## config.mk

```make
export PLATFORM = sky130hd
export DESIGN_NAME = mem_port_arbiter
export DESIGN_NICKNAME = d
export VERILOG_FILES = /design/src/rtl/mem_arb_pkg.sv /design/src/rtl/arb_watchdog.sv /design/src/rtl/mem_port_arbiter.sv
export SDC_FILE = /design/constraint.sdc
export NUM_CORES = 1
export LEC_CHECK = 0
export CORE_MARGIN = 5
export CORE_UTILIZATION = 36
export CTS_CLUSTER_SIZE = 8
export DETAILED_ROUTE_END_ITERATION = 8
export HOLD_SLACK_MARGIN = 0.05
export PLACE_DENSITY = 0.73
export SYNTH_ARGS = -nofsm -noshare
export SYNTH_HDL_FRONTEND = slang
export SYNTH_SLANG_ARGS = --single-unit
```

## constraint.sdc

```tcl
create_clock -name clk -period 3.7 [get_ports clk]
set_clock_uncertainty 0.1 [all_clocks]
set_input_delay 0.555 -clock clk [delete_from_list [all_inputs] [get_ports clk]]
set_output_delay 0.555 -clock clk [all_outputs]
set_load 0.01 [all_outputs]
```

## src/rtl/mem_arb_pkg.sv

```systemverilog
// Shared types for the unified memory-port arbiter: FSM state encoding and
// the owner codes used on the owner output and in the grant logic.
package mem_arb_pkg;

  typedef enum logic [1:0] {
    IDLE = 2'd0,
    BUSY = 2'd1,
    DONE = 2'd2
  } arb_state_t;

  localparam logic OWNER_CORE = 1'b0;
  localparam logic OWNER_DMA  = 1'b1;

endpackage

```

## src/rtl/arb_watchdog.sv

```systemverilog
// Transaction watchdog: counts BUSY cycles without an ack and flags expiry
// once the count reaches TIMEOUT-1.
module arb_watchdog #(
  parameter int TIMEOUT = 16
) (
  input  logic clk,
  input  logic reset,
  input  logic clear_i,
  input  logic en_i,
  output logic expire_o
);

  logic [7:0] cnt_q;
  logic [7:0] cnt_d;

  always_comb begin
    cnt_d = cnt_q;
    if (clear_i) begin
      cnt_d = '0;
    end else if (en_i) begin
      cnt_d = cnt_q + 8'd1;
    end
  end

  always_ff @(posedge clk) begin
    if (reset) begin
      cnt_q <= '0;
    end else begin
      cnt_q <= cnt_d;
    end
  end

  assign expire_o = (cnt_q == 8'(TIMEOUT - 1));

endmodule

```

## src/rtl/mem_port_arbiter.sv

```systemverilog
// Round-robin arbiter sharing one memory port between the core and the DMA
// loader; holds the granted request until ack or watchdog expiry.
module mem_port_arbiter
  import mem_arb_pkg::*;
#(
  parameter int ADDR_W  = 32,
  parameter int DATA_W  = 32,
  parameter int TIMEOUT = 16
) (
  input  logic              clk,
  input  logic              reset,
  input  logic              c_req,
  input  logic              c_we,
  input  logic [ADDR_W-1:0] c_addr,
  input  logic [DATA_W-1:0] c_wdata,
  output logic              c_done,
  output logic [DATA_W-1:0] c_rdata,
  output logic              c_err,
  input  logic              d_req,
  input  logic              d_we,
  input  logic [ADDR_W-1:0] d_addr,
  input  logic [DATA_W-1:0] d_wdata,
  output logic              d_done,
  output logic [DATA_W-1:0] d_rdata,
  output logic              d_err,
  output logic              mem_req,
  output logic              mem_we,
  output logic [ADDR_W-1:0] mem_addr,
  output logic [DATA_W-1:0] mem_wdata,
  input  logic              mem_ack,
  input  logic [DATA_W-1:0] mem_rdata,
  output logic              busy,
  output logic              owner
);

  arb_state_t        state_q, state_d;
  logic              owner_q;
  logic              last_grant_q;
  logic              mem_we_q;
  logic [ADDR_W-1:0] mem_addr_q;
  logic [DATA_W-1:0] mem_wdata_q;
  logic [DATA_W-1:0] c_rdata_q, d_rdata_q;
  logic              c_err_q, d_err_q;

  logic grant_valid;
  logic grant_sel;
  logic expire;

  // On a tie the requester that did not win last time gets the port.
  always_comb begin
    grant_valid = c_req | d_req;
    if (c_req && d_req) begin
      grant_sel = ~last_grant_q;
    end else if (d_req) begin
      grant_sel = OWNER_DMA;
    end else begin
      grant_sel = OWNER_CORE;
    end
  end

  arb_watchdog #(
    .TIMEOUT (TIMEOUT)
  ) u_watchdog (
    .clk      (clk),
    .reset    (reset),
    .clear_i  ((state_q == IDLE) && grant_valid),
    .en_i     ((state_q == BUSY) && !mem_ack && !expire),
    .expire_o (expire)
  );

  always_ff @(posedge clk) begin
    if (reset) begin
      state_q <= IDLE;
    end else begin
      state_q <= state_d;
    end
  end

  always_comb begin
    state_d = state_q;
    unique case (state_q)
      IDLE:    if (grant_valid) state_d = BUSY;
      BUSY:    if (mem_ack || expire) state_d = DONE;
      DONE:    state_d = IDLE;
      default: state_d = IDLE;
    endcase
  end

  always_comb begin
    mem_req = (state_q == BUSY);
    busy    = (state_q != IDLE);
    c_done  = (state_q == DONE) && (owner_q == OWNER_CORE);
    d_done  = (state_q == DONE) && (owner_q == OWNER_DMA);
  end

  // Ack is tested before expiry so a late ack on the last cycle still wins.
  always_ff @(posedge clk) begin
    if (reset) begin
      owner_q      <= OWNER_CORE;
      last_grant_q <= OWNER_DMA;
      mem_we_q     <= 1'b0;
      mem_addr_q   <= '0;
      mem_wdata_q  <= '0;
      c_rdata_q    <= '0;
      d_rdata_q    <= '0;
      c_err_q      <= 1'b0;
      d_err_q      <= 1'b0;
    end else begin
      if (state_q == IDLE && grant_valid) begin
        owner_q      <= grant_sel;
        last_grant_q <= grant_sel;
        mem_we_q     <= grant_sel ? d_we    : c_we;
        mem_addr_q   <= grant_sel ? d_addr  : c_addr;
        mem_wdata_q  <= grant_sel ? d_wdata : c_wdata;
      end
      if (state_q == BUSY && (mem_ack || expire)) begin
        if (owner_q == OWNER_DMA) begin
          d_rdata_q <= mem_ack ? mem_rdata : '0;
          d_err_q   <= ~mem_ack;
        end else begin
          c_rdata_q <= mem_ack ? mem_rdata : '0;
          c_err_q   <= ~mem_ack;
        end
      end
    end
  end

  assign owner     = owner_q;
  assign mem_we    = mem_we_q;
  assign mem_addr  = mem_addr_q;
  assign mem_wdata = mem_wdata_q;
  assign c_rdata   = c_rdata_q;
  assign c_err     = c_err_q;
  assign d_rdata   = d_rdata_q;
  assign d_err     = d_err_q;

endmodule
```

==> results of run 1 <==
-- worst reg2reg max path, delay by kind of cell, from the launching register on --
family	cells	cell delay (ns)
buffers and inverters	1	0.47
and+or+nand+nor	1	0.57
DFF	1	0.35
AOI/OAI and AO/OA	2	0.75
-- path summary, 6_finish.rpt --
check / startpoint / endpoint / slack [ns] / cells after the start
max: state_q[1] / busy / 1.21 / 3
min: u_watchdog.cnt_q[6] / u_watchdog.cnt_q[6] / 0.41 / 2
max reg2reg: u_watchdog.cnt_q[4] / c_rdata[26] / 1.30 / 4
min reg2reg: u_watchdog.cnt_q[6] / u_watchdog.cnt_q[6] / 0.41 / 2
-- final cells by class --
| cell class | instances | area, um^2 | share of cell area [%] |
|---|---|---|---|
| Timing Repair Buffer | 313 | 3140 | 31.7 |
| Clock buffer | 19 | 453 | 4.57 |
| Inverter | 3 | 11.3 | 0.114 |
| Clock inverter | 13 | 163 | 1.64 |
| Multi-Input combinational cell | 416 | 3000 | 30.3 |
| Sequential cell | 143 | 2860 | 28.9 |
| Tap cell | 220 | 275 | 2.78 |
-- registers in the layout, summed over array words and instances (netlist names) --
signal            flops
c_rdata              32
d_rdata              32
mem_addr             32
mem_wdata            32
u_watchdog.cnt_q      8
state_q               2
c_err                 1
d_err                 1
last_grant_q          1
mem_we                1
owner                 1
-- cell families after synthesis --
family	after synthesis
compound gates	288
fa+ha+maj	1
buf+inv	80
flops	143
mux	69
simple gates	58
-- power by group through the flow --
stage               combinational, W  sequential, W  clock (W)
global route                0.000976        0.00173    0.00188
CTS                         0.000920        0.00171    0.00180
floorplan                   0.000365        0.00178          0
finish                      0.000912        0.00171    0.00177
global placement            0.000910        0.00174          0
detailed placement          0.000917        0.00175          0
-- per-layer routing --
metal,routed length (um),global-route usage [%],vias up
met5,0,0,-
met4,430,6.68,0
met3,2150,7.65,30
met2,10100,32.6,276
met1,8560,25.0,2903
li1,-,-,3056
-- per-stage QoR --
stage	total power, W	area, um^2	instances	hold WS (ns)
after floorplan	0.00215	6160	639	0.372
after CTS	0.00444	9900	1127	0.409
final	0.00439	9900	1127	0.406
after detailed placement	0.00266	9290	1095	0.398
after global routing	0.00458	9900	1127	0.440
after global placement	0.00265	9290	1095	0.394
-- placed cells by master (no fill, tap or decap), types with 5 or more instances in the layout --
master / n
a21oi_1: 71
buf_4: 9
dfxtp_1: 143
a311oi_1: 64
clkdlybuf4s50_1: 300
o21ai_0: 5
clkbuf_16: 17
o211ai_1: 5
nand2_1: 35
a211oi_1: 68
mux2i_1: 69
a31oi_1: 67
==> summary.txt, run 1 <==
status = finished clean
Post-synth top flop = dfxtp_1
ys async rst share = 0%
die height = 141 um
TritonCTS clock tree = yes
via count = 6265
Worst Path Required = 3.04 ns
first-pass GRT wire length = 32300 um
total setup buffers inserted after CTS = 0
Worst VDD drop = 324 uV
n_diodes = 0
final wirelength = 21300 um
slew margin rel. = 45.0%
mux cell area share after synthesis = 11.2%
# Max-Cap Violations = 0
drt first pass iters = 5
antenna violations before repair = 0
gr ovfl total = 0
Ys Warns = 0
setup violation total in the final timing report = 0
endpoints failing hold = 0
Worst path slowest cell = clkdlybuf4s50_1
largest family of logic cells by synthesized area = compound AO/OA/AOI/OAI gates
Cell variety after synth = 37
starting density of the core = 36.9%
area delta synth->final = 60.7%
Slew Viols, Final = 0
Seq cells post-synth = 143
CP Max Fanout = 10
largest net degree at the start of global routing = 72
syn_nets = 807
sequential power share = 39.0%
per-cell routed wire length = 18.9 um
f_max = 0.402 GHz
post-CTS sizing = 0
Pint = 0.00323 W
NetSw = 0.00116 W
H-tree depth = 4
Post-Syn Instances = 639
final core utilization = 59.3%
Clk Latency, worst-skew pair = 0.41 ns
register area share after synthesis = 46.5%
I/O pin count = 303
simple-gate area share of the yosys netlist = 4.75%
fin crit period = 2.49 ns
post-synth top area cell = dfxtp_1
CTS Root Cell = clkbuf_16
Port Buffer Count = 302
Worst Setup Path Type = register to output pin
RSZ-0062 raised after global routing = false
worst path bufs/invs = 2
top cell type's share of synthesized area = 46.5%
DIE AREA = 19800 um^2
# DRC = 0
final critical-path share of the clock period = 67.2%
Pleak = 3.38 nW
Die X = 141 um
Startpoint Class = register
CTS clk-pin slew, worst paths = 0.06 ns
Iter 0 DRT Violations = 405
critical path arrival = 1.83 ns
fill count = 1497
post-synthesis xor/xnor area fraction = 0%
setup tns final = 0 ns
CTS sink cnt = 143
Post-synth EDFFs = 0
Comb pwr share = 20.8%
Synth top cells by count = 143 x dfxtp_1, 71 x a21oi_1, 69 x mux2i_1
Num CTS Buffers = 17
hold_buf cts = 0
CP peak stage delay = 0.62 ns
row cnt = 47
CTS Buffer Depth = 2
switching part of the total = 26.4%
core area = 16700 um^2
delay-heaviest family, CP = buffers and inverters
routability-driven placement congestion ratio = 0.819
Synth Area in Adders = 0.203%
Hold Crit Class = register to register
DP HPWL = 14900 um
compound-cell area share of the yosys netlist = 32.0%
Cell Area, Synth = 6160 um^2
Setup WS pre-CTS = 1.07 ns
setup slack after layout = 1.21 ns
Syn Area/Cell = 9.64 um^2
ranking of synthesized cells by area = dfxtp_1 46%, mux2i_1 11%, a311oi_1 9.1%
Clk network pwr share = 40.2%
Cell Chain, Critical Path = nor2_4 -> inv_2 -> clkdlybuf4s50_1
via/cell ratio = 5.56
GRT Total Usage = 20.2%
top-count cell post-synth = dfxtp_1
worst slew pin tran = 0.824 ns
vias in the first global route = 5852
share of layout cells above drive strength 1 = 5.95%
Worst Setup End Kind = output pin
PwrDens = 443 nW/um^2
Final nets = 1062
post-route ant nets = 0
(Power assumes the default switching activity.)
==> inputs of run 2 (changes only) <==
==> constraint.sdc (replaced) <==
create_clock -name clk -period 2.4 [get_ports clk]
set_clock_uncertainty 0.1 [all_clocks]
set_input_delay 0.36 -clock clk [delete_from_list [all_inputs] [get_ports clk]]
set_output_delay 0.36 -clock clk [all_outputs]
set_load 0.01 [all_outputs]
==> run 2 against run 1 <==
Compared with the run above: core utilization up 0.31 points; setup slack worse by 1.1 ns; non-clock buffer count up 8; clock power up 36%; critical endpoint unchanged; largest cell class unchanged; largest power group is now registers.
==> summary.txt, run 2 (synthesis results as in run 1) <==
Iter 0 DRT Violations = 365
via/cell ratio = 5.48
Worst Setup End Kind = output pin
most frequent cells in the layout = 300 x clkdlybuf4s50_1, 143 x dfxtp_1, 71 x a21oi_1
DP HPWL = 15100 um
commonest non-fill, non-tap cell in the layout = clkdlybuf4s50_1
CTS sink cnt = 143
TritonCTS clock tree = yes
Num CTS Buffers = 17
Cell Chain, Critical Path = nor2_4 -> inv_2 -> clkdlybuf4s50_1
vias in the first global route = 5958
status = finished clean
post-route ant nets = 0
setup violation total in the final timing report = 0
first-pass GRT wire length = 32600 um
Worst Path Required = 1.94 ns
row cnt = 47
Worst path slowest cell = clkdlybuf4s50_1
drt first pass iters = 4
Slew Viols, Final = 0
endpoints failing hold = 0
Setup WS pre-CTS = 0.199 ns
setup slack after layout = 0.159 ns
I/O pin count = 303
Worst Setup Path Type = register to output pin
GRT Total Usage = 20.3%
fill count = 1472
CP peak stage delay = 0.58 ns
Port Buffer Count = 302
final wirelength = 21000 um
n_diodes = 0
Die X = 141 um
Pleak = 3.39 nW
share of layout cells above drive strength 1 = 6.67%
CTS Buffer Depth = 2
CP Max Fanout = 10
die height = 141 um
Startpoint Class = register
final critical-path share of the clock period = 93.4%
RSZ-0062 raised after global routing = false
starting density of the core = 36.9%
# DRC = 0
critical path arrival = 1.78 ns
f_max = 0.446 GHz
CTS clk-pin slew, worst paths = 0.06 ns
area delta synth->final = 61.6%
Power Total = 0.00647 W
Hold Crit Class = input pin to register
Worst VDD drop = 508 uV
post-CTS sizing = 0
largest net degree at the start of global routing = 102
H-tree depth = 4
worst slew pin tran = 0.779 ns
final core utilization = 59.6%
CTS Root Cell = clkbuf_16
fin crit period = 2.24 ns
per-cell routed wire length = 18.5 um
hold_buf cts = 0
gr ovfl total = 0
# Max-Cap Violations = 0
routability-driven placement congestion ratio = 0.809
via count = 6224
total setup buffers inserted after CTS = 0
Clk Latency, worst-skew pair = 0.41 ns
PwrDens = 650 nW/um^2
antenna violations before repair = 0
slew margin rel. = 48.1%
setup tns final = 0 ns
core area = 16700 um^2
DIE AREA = 19800 um^2
Final nets = 1070
==> run 2: cell count changes in the layout (fill, tap and decap cells not counted) <==
| cell | before | now |
|---|---|---|
| bufinv_16 | 3 | 0 |
| clkinv_4 | 3 | 2 |
| buf_4 | 9 | 12 |
| clkbuf_1 | 0 | 1 |
| clkinv_2 | 3 | 2 |
| clkinvlp_4 | 3 | 7 |
| buf_12 | 3 | 8 |
==> run 2: final cells by class <==
| class | instances | area (um^2) | area share [%] |
|---|---|---|---|
| tap | 220 | 275 | 2.76 |
| sequential | 143 | 2860 | 28.8 |
| clock inverter | 12 | 88.8 | 0.892 |
| multi-input combinational | 416 | 3000 | 30.2 |
| inverter | 3 | 11.3 | 0.113 |
| clock buffer | 20 | 457 | 4.59 |
| timing repair buffer | 321 | 3260 | 32.7 |
==> run 2: per-layer routing <==
layer	vias to the layer above	track usage, %	part of all wire [%]
met4	0	6.37	1.9
met3	25	6.84	9.2
li1	3074	-	-
met2	253	33.6	47
met5	-	0	0
met1	2872	24.9	42
==> run 2: critical path, delay by kind of cell (launching register included) <==
| family | cells | cell delay [ns] |
|---|---|---|
| buffers and inverters | 2 | 0.77 |
| and+or+nand+nor | 1 | 0.07 |
| DFF | 1 | 0.52 |
==> run 2: metrics by stage <==
stage,cell area [um^2],hold WS [ns],instances
4_1_cts,9960,0.313,1135
5_1_grt,9960,0.336,1135
3_5_place_dp,9410,0.403,1103
3_3_place_gp,9410,0.397,1103
6_report,9960,0.313,1135
2_1_floorplan,6160,0.372,639
==> run 2: final timing paths <==
path / startpoint / to / slack (ns) / cells past startpoint
max: state_q[1] / busy / 0.16 / 3
min: reset / d_rdata[21] / 0.31 / 2
max reg2reg: state_q[1] / mem_addr[4] / 0.44 / 5
min reg2reg: u_watchdog.cnt_q[6] / u_watchdog.cnt_q[6] / 0.41 / 2
==> run 2: power breakdown <==
| part | internal, W | leakage [nW] | total [W] | switching, W |
|---|---|---|---|---|
| Combinational | 0.000767 | 1.97 | 0.00143 | 0.000664 |
| Sequential | 0.00254 | 1.17 | 0.00264 | 0.0000968 |
| Clock | 0.00138 | 0.247 | 0.00240 | 0.00102 |
==> inputs of run 3 (changes only) <==
--- a/config.mk
+++ b/config.mk
@@ -7,6 +7,7 @@
 export LEC_CHECK = 0
 export CORE_MARGIN = 5
 export CORE_UTILIZATION = 36
+export CTS_CLUSTER_DIAMETER = 200
 export CTS_CLUSTER_SIZE = 8
 export DETAILED_ROUTE_END_ITERATION = 8
 export HOLD_SLACK_MARGIN = 0.05
==> results of run 3 <==
The final DEF is identical to that of run 2; final timing and power are the same.
